**src/rtl/tile_config_receiver.sv**
```systemverilog
// Configuration-bus receiver for one CGRA tile: filters beats by tile ID, writes a shadow
// bank, commits shadow to the active bank that drives the fabric, and serves readback/status.
module tile_config_receiver #(
  parameter logic [15:0] TILE_ID  = 16'h0001,
  parameter int          NUM_REGS = 8,
  parameter int          CNT_W    = 16
) (
  input  logic                     clk_in,
  input  logic                     reset_in,
  input  logic [31:0]              config_addr_in,
  input  logic [31:0]              config_data_in,
  input  logic                     config_read_in,
  input  logic                     config_commit_in,
  output logic [32*NUM_REGS-1:0]   cfg_active_out,
  output logic [31:0]              read_data_out,
  output logic                     read_valid_out,
  output logic                     config_err_out,
  output logic [CNT_W-1:0]         write_count_out
);

  localparam logic [8:0]  LP_NUM_REGS = 9'(NUM_REGS);
  localparam logic [31:0] LP_BAD_READ = 32'hDEAD_BEEF;

  // Stage 1: raw bus capture
  logic [31:0]      r_addr;
  logic [31:0]      r_data;
  logic             r_read;
  logic             r_commit;

  // Stage 2: banks and status
  logic [31:0]      r_shadow [NUM_REGS];
  logic [31:0]      r_active [NUM_REGS];
  logic [31:0]      r_read_data;
  logic             r_read_valid;
  logic             r_err;
  logic [CNT_W-1:0] r_count;

  logic             w_match;
  logic [7:0]       w_idx;
  logic             w_bad;
  logic             w_wr_ok;
  logic             w_rd;
  logic [NUM_REGS-1:0] w_wr_sel;
  logic [31:0]      w_rd_word;

  // TILE_ID is never 0, so an all-zero idle address can never match.
  always_comb begin
    // NOTE: every always_comb output gets a default first so no path leaves it unassigned (no latch).
    w_match   = (r_addr[15:0] == TILE_ID);
    w_idx     = r_addr[31:24];
    w_bad     = ({1'b0, w_idx} >= LP_NUM_REGS) || (r_addr[23:16] != 8'd0);
    w_wr_ok   = w_match && !r_read && !w_bad;
    w_rd      = w_match && r_read;
    w_wr_sel  = '0;
    w_rd_word = '0;
    for (int i = 0; i < NUM_REGS; i++) begin
      if (w_idx == 8'(i)) begin
        w_wr_sel[i] = w_wr_ok;
        w_rd_word   = r_active[i];
      end
    end
  end

  always_ff @(posedge clk_in) begin
    if (reset_in) begin
      r_addr       <= '0;
      r_data       <= '0;
      r_read       <= 1'b0;
      r_commit     <= 1'b0;
      // NOTE: the banks are flop arrays that must power up to a known idle fabric, so they are reset here;
      // a RAM-style array would not be.
      for (int i = 0; i < NUM_REGS; i++) begin
        r_shadow[i] <= '0;
        r_active[i] <= '0;
      end
      r_read_data  <= '0;
      r_read_valid <= 1'b0;
      r_err        <= 1'b0;
      r_count      <= '0;
    end else begin
      // NOTE: non-blocking assignments, so every stage-2 decision sees the pre-edge values of the banks.
      r_addr   <= config_addr_in;
      r_data   <= config_data_in;
      r_read   <= config_read_in;
      r_commit <= config_commit_in;

      for (int i = 0; i < NUM_REGS; i++) begin
        if (w_wr_sel[i]) r_shadow[i] <= r_data;
        // Write-first bypass: a write landing with the commit goes straight to active.
        if (r_commit) r_active[i] <= w_wr_sel[i] ? r_data : r_shadow[i];
      end

      if (w_match && w_bad) r_err <= 1'b1;

      r_read_valid <= w_rd;
      if (w_rd) r_read_data <= w_bad ? LP_BAD_READ : w_rd_word;

      if (w_wr_ok && (r_count != '1)) r_count <= r_count + 1'b1;
    end
  end

  for (genvar g = 0; g < NUM_REGS; g++) begin : g_active_out
    assign cfg_active_out[32*g +: 32] = r_active[g];
  end

  assign read_data_out   = r_read_data;
  assign read_valid_out  = r_read_valid;
  assign config_err_out  = r_err;
  assign write_count_out = r_count;

endmodule
```
**config.mk**
```make
export PLATFORM = sky130hd
export DESIGN_NAME = tile_config_receiver
export DESIGN_NICKNAME = d
export VERILOG_FILES = /design/src/rtl/tile_config_receiver.sv
export SDC_FILE = /design/constraint.sdc
export NUM_CORES = 1
export LEC_CHECK = 0
export CORE_ASPECT_RATIO = 0.7
export CORE_MARGIN = 2
export CORE_UTILIZATION = 55
export CTS_CLUSTER_SIZE = 10
export DETAILED_ROUTE_END_ITERATION = 7
export GPL_TIMING_DRIVEN = 1
export PLACE_DENSITY_LB_ADDON = 0.1
export SYNTH_ARGS = -nofsm -noshare
export SYNTH_HDL_FRONTEND = slang
export SYNTH_SLANG_ARGS = --single-unit
```
**constraint.sdc**
```tcl
create_clock -name clk_in -period 5.65 [get_ports clk_in]
set_input_delay 1.13 -clock clk_in [delete_from_list [all_inputs] [get_ports clk_in]]
set_output_delay 1.13 -clock clk_in [all_outputs]
set_load 0.005 [all_outputs]
```
==> out/results.ini <==
[status]
status = finished clean

[timing]
slew_headroom = 0.0710
whs_ns = 0.466
maxSlewViolCount = 0
period_share = 0.718
finalSetupViolations = 0
finalCriticalPeriod_ns = 4.06
rsz0062_at_grt = false
fin_worst_skew_ns = 0.0238
worstMarginPinSlew_ns = 1.39
hold_viol = 0
fmax_mhz = 246
tns_ns = 0

[setup_path]
endpoint_kind = register
start_kind = register
reg2reg_depth = 4
path_max_fanout = 65
crit_family = simple AND/OR/NAND/NOR gates
critPathBufInv = 0
crit_chain = nand3b_1, nor3_4, nand3_4, nand2_2
cp_data_required_time_ns = 5.86
cp_num_cells = 4
critPathKind = register to register
arrival_ns = 4.27
max_stage_delay_ns = 1.00
slowest_stage = nand2_2

[clocking]
cts.sinks = 628
numCtsBuffers = 72
ctsResizeCount = 0
insertion_delay_ns = 0.60
cts_setup_buffers = 0
cts_hold_buf = 0
cts_root_buffer = clkbuf_16
clkTransAtPathRegs_ns = 0.06
cts_tree = done
clk_path_buf_depth = 3
htreeDepth = 3

[routing]
viasPerCell = 6.30
wl_per_cell_um = 27.2
ant_nets = 0
drc_errors = 0
dr.pass1.iters = 6
drt_wl_total_um = 89800
drtIter0Drc = 3326
num_vias = 20837

[cells_and_area]
syn2layout_area_growth_pct = 23.4
final_util = 0.687
layout.nets = 2696
final_area_um2 = 32800
fillCellCount = 3414
layout-drive-gt1-share = 0.0749

[global_route]
antenna_found_initial = 1
grt-ovfl-total = 0
grt_pass1_wl_um = 129000
grt_max_degree = 117
grt_usage = 0.353
grt_pass1_vias = 19666

[synthesis]
syn-num-nets = 2414
synth_top_area_frac = 0.578
ys_top_cells_by_area = edfxtp_1, dfxtp_1, nand2_1
yosys.area.top_type = edfxtp_1
avgSynthCellArea_um2 = 11.3
yosys_warnings = 0
yosysMostFrequentCell = edfxtp_1
netlist_instances = 2345
yosysUniqueCellTypes = 56
ys_seq_area_frac = 0.665
netlist_area_um2 = 26600
synth_common_cells = edfxtp_1, nand2_1, nor2_1
synth_seq_cells = 628
async_flop_share = 0
ys.flop_type = edfxtp_1
synth-edff-count = 512

[floorplan]
core_region_area_um2 = 47800
start_util = 0.557
fp.dieH_um = 188
ios = 374
std_cell_rows = 67
die_x_um = 267
dieArea_um2 = 50200

[power_and_ir_drop]
pwr-share-clk = 0.403
p_int_mw = 8.18
p_sw_frac = 0.233
powerDensity_nw_per_um2 = 325
switchingPower_mw = 2.49
p_leak_nw = 11.6
seqPwrFrac = 0.517
combPwrFrac = 0.081
ir_worst_vdd_v = 0.000218

[job]
cap_violations = 0

[placement]
dpl.hpwl_um = 56200
io_buffers = 373
placed_cell_area_um2 = 30700
gp_congestion = 0.913

[hold_path]
holdPathStages = 1
hold_path_class = register to register

==> power by group through the flow <==
stage	clock, mW	combinational, mW	sequential [mW]
after floorplan	0	0.373	5.49
after global placement	0	0.831	5.59
after detailed placement	0	0.843	5.59
after CTS	4.30	0.849	5.50
after global routing	4.48	0.905	5.52
final	4.30	0.860	5.51
==> registers in the layout, summed over array words and instances (netlist names) <==
name / cells
r_addr: 32
r_commit: 1
write_count_out: 16
r_shadow: 256
r_data: 32
r_active: 256
r_read: 1
read_valid_out: 1
config_err_out: 1
read_data_out: 32
==> cells by family after synthesis <==
kind of cell / after synthesis / synth area share
AND/OR/NAND/NOR: 975 / 0.160
flip-flops: 628 / 0.665
AO/OA/AOI/OAI: 390 / 0.0863
buffers and inverters: 236 / 0.0355
multiplexers: 112 / 0.0513
XOR/XNOR: 3 / 0.000988
adder cells (fa/ha/maj): 1 / 0.000470
==> area by class of cell <==
type | count | area (um^2) | share of cell area
repair buffers | 407 | 4020 | 0.122
inverters | 37 | 139 | 0.00423
multi-input cells | 1481 | 8090 | 0.246
clock inverters | 3 | 26.3 | 0.000800
clock buffers | 129 | 2090 | 0.0636
well taps | 621 | 777 | 0.0237
flip-flops and latches | 628 | 17700 | 0.539
diodes | 1 | 2.50 | 0.0000762
==> final timing paths <==
path,start,end,slack (ns)
worst min register to register,read_data_out[22],read_data_out[22],0.47
worst max-delay path,r_addr[26],r_shadow[1][33],1.59
worst max register to register,r_addr[26],r_shadow[1][33],1.59
worst min-delay path,read_data_out[22],read_data_out[22],0.47
==> metal layers <==
layer  track usage  vias to the layer above  share of wire
met1         0.493                    10076           0.37
met2         0.518                     1677           0.44
met5        0.0164                        -         0.0013
met4         0.152                        2          0.043
li1              -                     8851              -
met3         0.102                      231           0.14
==> cell usage in the layout (no fill, tap or decap), drive strengths merged, types with 35 or more instances in the layout <==
master,count
edfxtp,512
nand2,511
mux2i,70
nor2,267
buf,35
a21oi,246
inv,39
clkbuf,129
nor2b,69
dfxtp,116
clkdlybuf4s50,372
==> per-stage QoR <==
| stage | total power, mW | setup slack, ns | std cells |
|---|---|---|---|
| floorplan | 5.86 | 0.332 | 2345 |
| global placement | 6.42 | 1.78 | 3174 |
| detailed placement | 6.43 | 1.71 | 3174 |
| CTS | 10.6 | 1.70 | 3306 |
| global route | 10.9 | 1.44 | 3307 |
| finish | 10.7 | 1.59 | 3307 |
Power figures use the tool's default switching activity.
==> edit (same settings) <==
`CNT_W`: 16 -> 12.
--- a/src/rtl/tile_config_receiver.sv
+++ b/src/rtl/tile_config_receiver.sv
@@ -3,7 +3,7 @@
 module tile_config_receiver #(
   parameter logic [15:0] TILE_ID  = 16'h0001,
   parameter int          NUM_REGS = 8,
-  parameter int          CNT_W    = 16
+  parameter int          CNT_W    = 12
 ) (
   input  logic                     clk_in,
   input  logic                     reset_in,
Ports: changed (resized write_count_out); port bits go from 374 to 370. No check against the original RTL was run, so the function may have changed too.
==> edit against the original RTL <==
  * Wire length shrank 8.7%
  * Cell area fell by 1.5%
  * Worst setup slack better by 12 ps
  * Sequential cell count fell by 4
  * Critical path depth unchanged
  * Worst hold slack gained 16 ps
  * Non-clock buffer count fell by 7
  * Global-route usage is 2.5 points lower
  * Area after synthesis down 0.99%
  * Sequential share of layout area grew 0.57 points
  * First-iteration DRC count decreased by 25%
  * Combinational power down 0.6%
  * Total power decreased by 1.2%
  * Highest routed layer unchanged
==> edit: results (changes against the original RTL) <==
[worst_setup_path]
slowest_stage=or4_2
cp.arrival_ps=4250  ; -20 ps
max_stage_delay_ps=1260  ; +260 ps

[global_route]
antenna_found_initial=2  ; +1
grt_max_degree=182  ; +56%
grt_pass1_vias=18240  ; -7.3%
gr-usage-all-layers_pct=32.79  ; -2.5 points

[clock_tree]
clock_sinks=624  ; -0.64%
clock_path_buffers=3  ; unchanged

[yosys]
yosys.area_share.xor_xnor_pct=0.1995  ; +0.10 points
yosysUniqueCellTypes=54  ; -3.6%
ys_seq_area_share_pct=66.88  ; +0.36 points
synthMuxAreaShare_pct=5.562  ; +0.43 points
syn-num-nets=2303  ; -4.6%
synth_compound_area_share_pct=7.363  ; -1.3 points
synthAdderAreaFrac_pct=0.04750  ; +0.00047 points
yosys-top-cells-count=512 x edfxtp_1, 330 x nand2_1, 279 x nor2_1, 193 x a21oi_1, 150 x clkbuf_1

[detailed_routing]
vias=19220  ; -7.8%

[power_and_ir_drop]
p_clk_share_pct=39.7  ; -0.6 points
intPower_mw=8.094  ; -1.1%
ir_drop_v=0.0002134  ; -2.1%
switching_share_pct=23.17  ; -0.14 points
leakage_nw=11.57  ; -0.64%
pg_seq_mw=5.49  ; about the same

[layout]
clock_buffers=121  ; -6.2%
clkCellAreaFrac_pct=6.339  ; -0.10 points
layout-drive-gt1-share_pct=6.477  ; -1.0 points
non_clock_buffer_count=400  ; -1.7%
fill_cells=3512  ; +2.9%
nNonClkInverters=38  ; +2.7%
fin_nets=2580  ; -4.3%
multi_input_area_share_pct=24.12  ; -0.51 points
num-multi-input-gates=1375  ; -7.2%

[place]
hpwl_um=54260  ; -3.5%
dp_cells=3058  ; -3.7%
gp_congestion=0.9673  ; +6.0%

[sta]
slew_headroom_pct=17.51  ; +10 points

[run_status]
status=finished clean

edit: final timing paths:
check | startpoint | end | slack (ps) | depth (start not counted)
worst max-delay path | r_addr[25] | r_shadow[1][118] | 1600 | 4
worst min-delay path | read_data_out[22] | read_data_out[22] | 480 | 1
worst max register to register | r_addr[25] | r_shadow[1][118] | 1600 | 4
worst min register to register | read_data_out[22] | read_data_out[22] | 480 | 1
edit: stage by stage:
stage / utilization [%] / cell area [um2]
finish: 68.06 / 32350
detailed placement: 63.74 / 30300
global placement: 63.74 / 30300
floorplan: - / 26340
global route: 68.06 / 32350
CTS: 68.06 / 32350
edit: layer usage:
metal  GRT usage, %  share of wire (%)  vias to the layer above
met2          44.72                 42                     1223
met5              0              0.016                        -
li1               -                  -                     8513
met3          14.13                 16                      108
met4          8.496                2.3                        2
met1          48.05                 40                     9373
edit: cell families after synthesis:
family	Yosys count
fa+ha+maj	1
buf+inv	235
mux	121
xor+xnor	6
flops	624
simple gates	897
compound gates	350
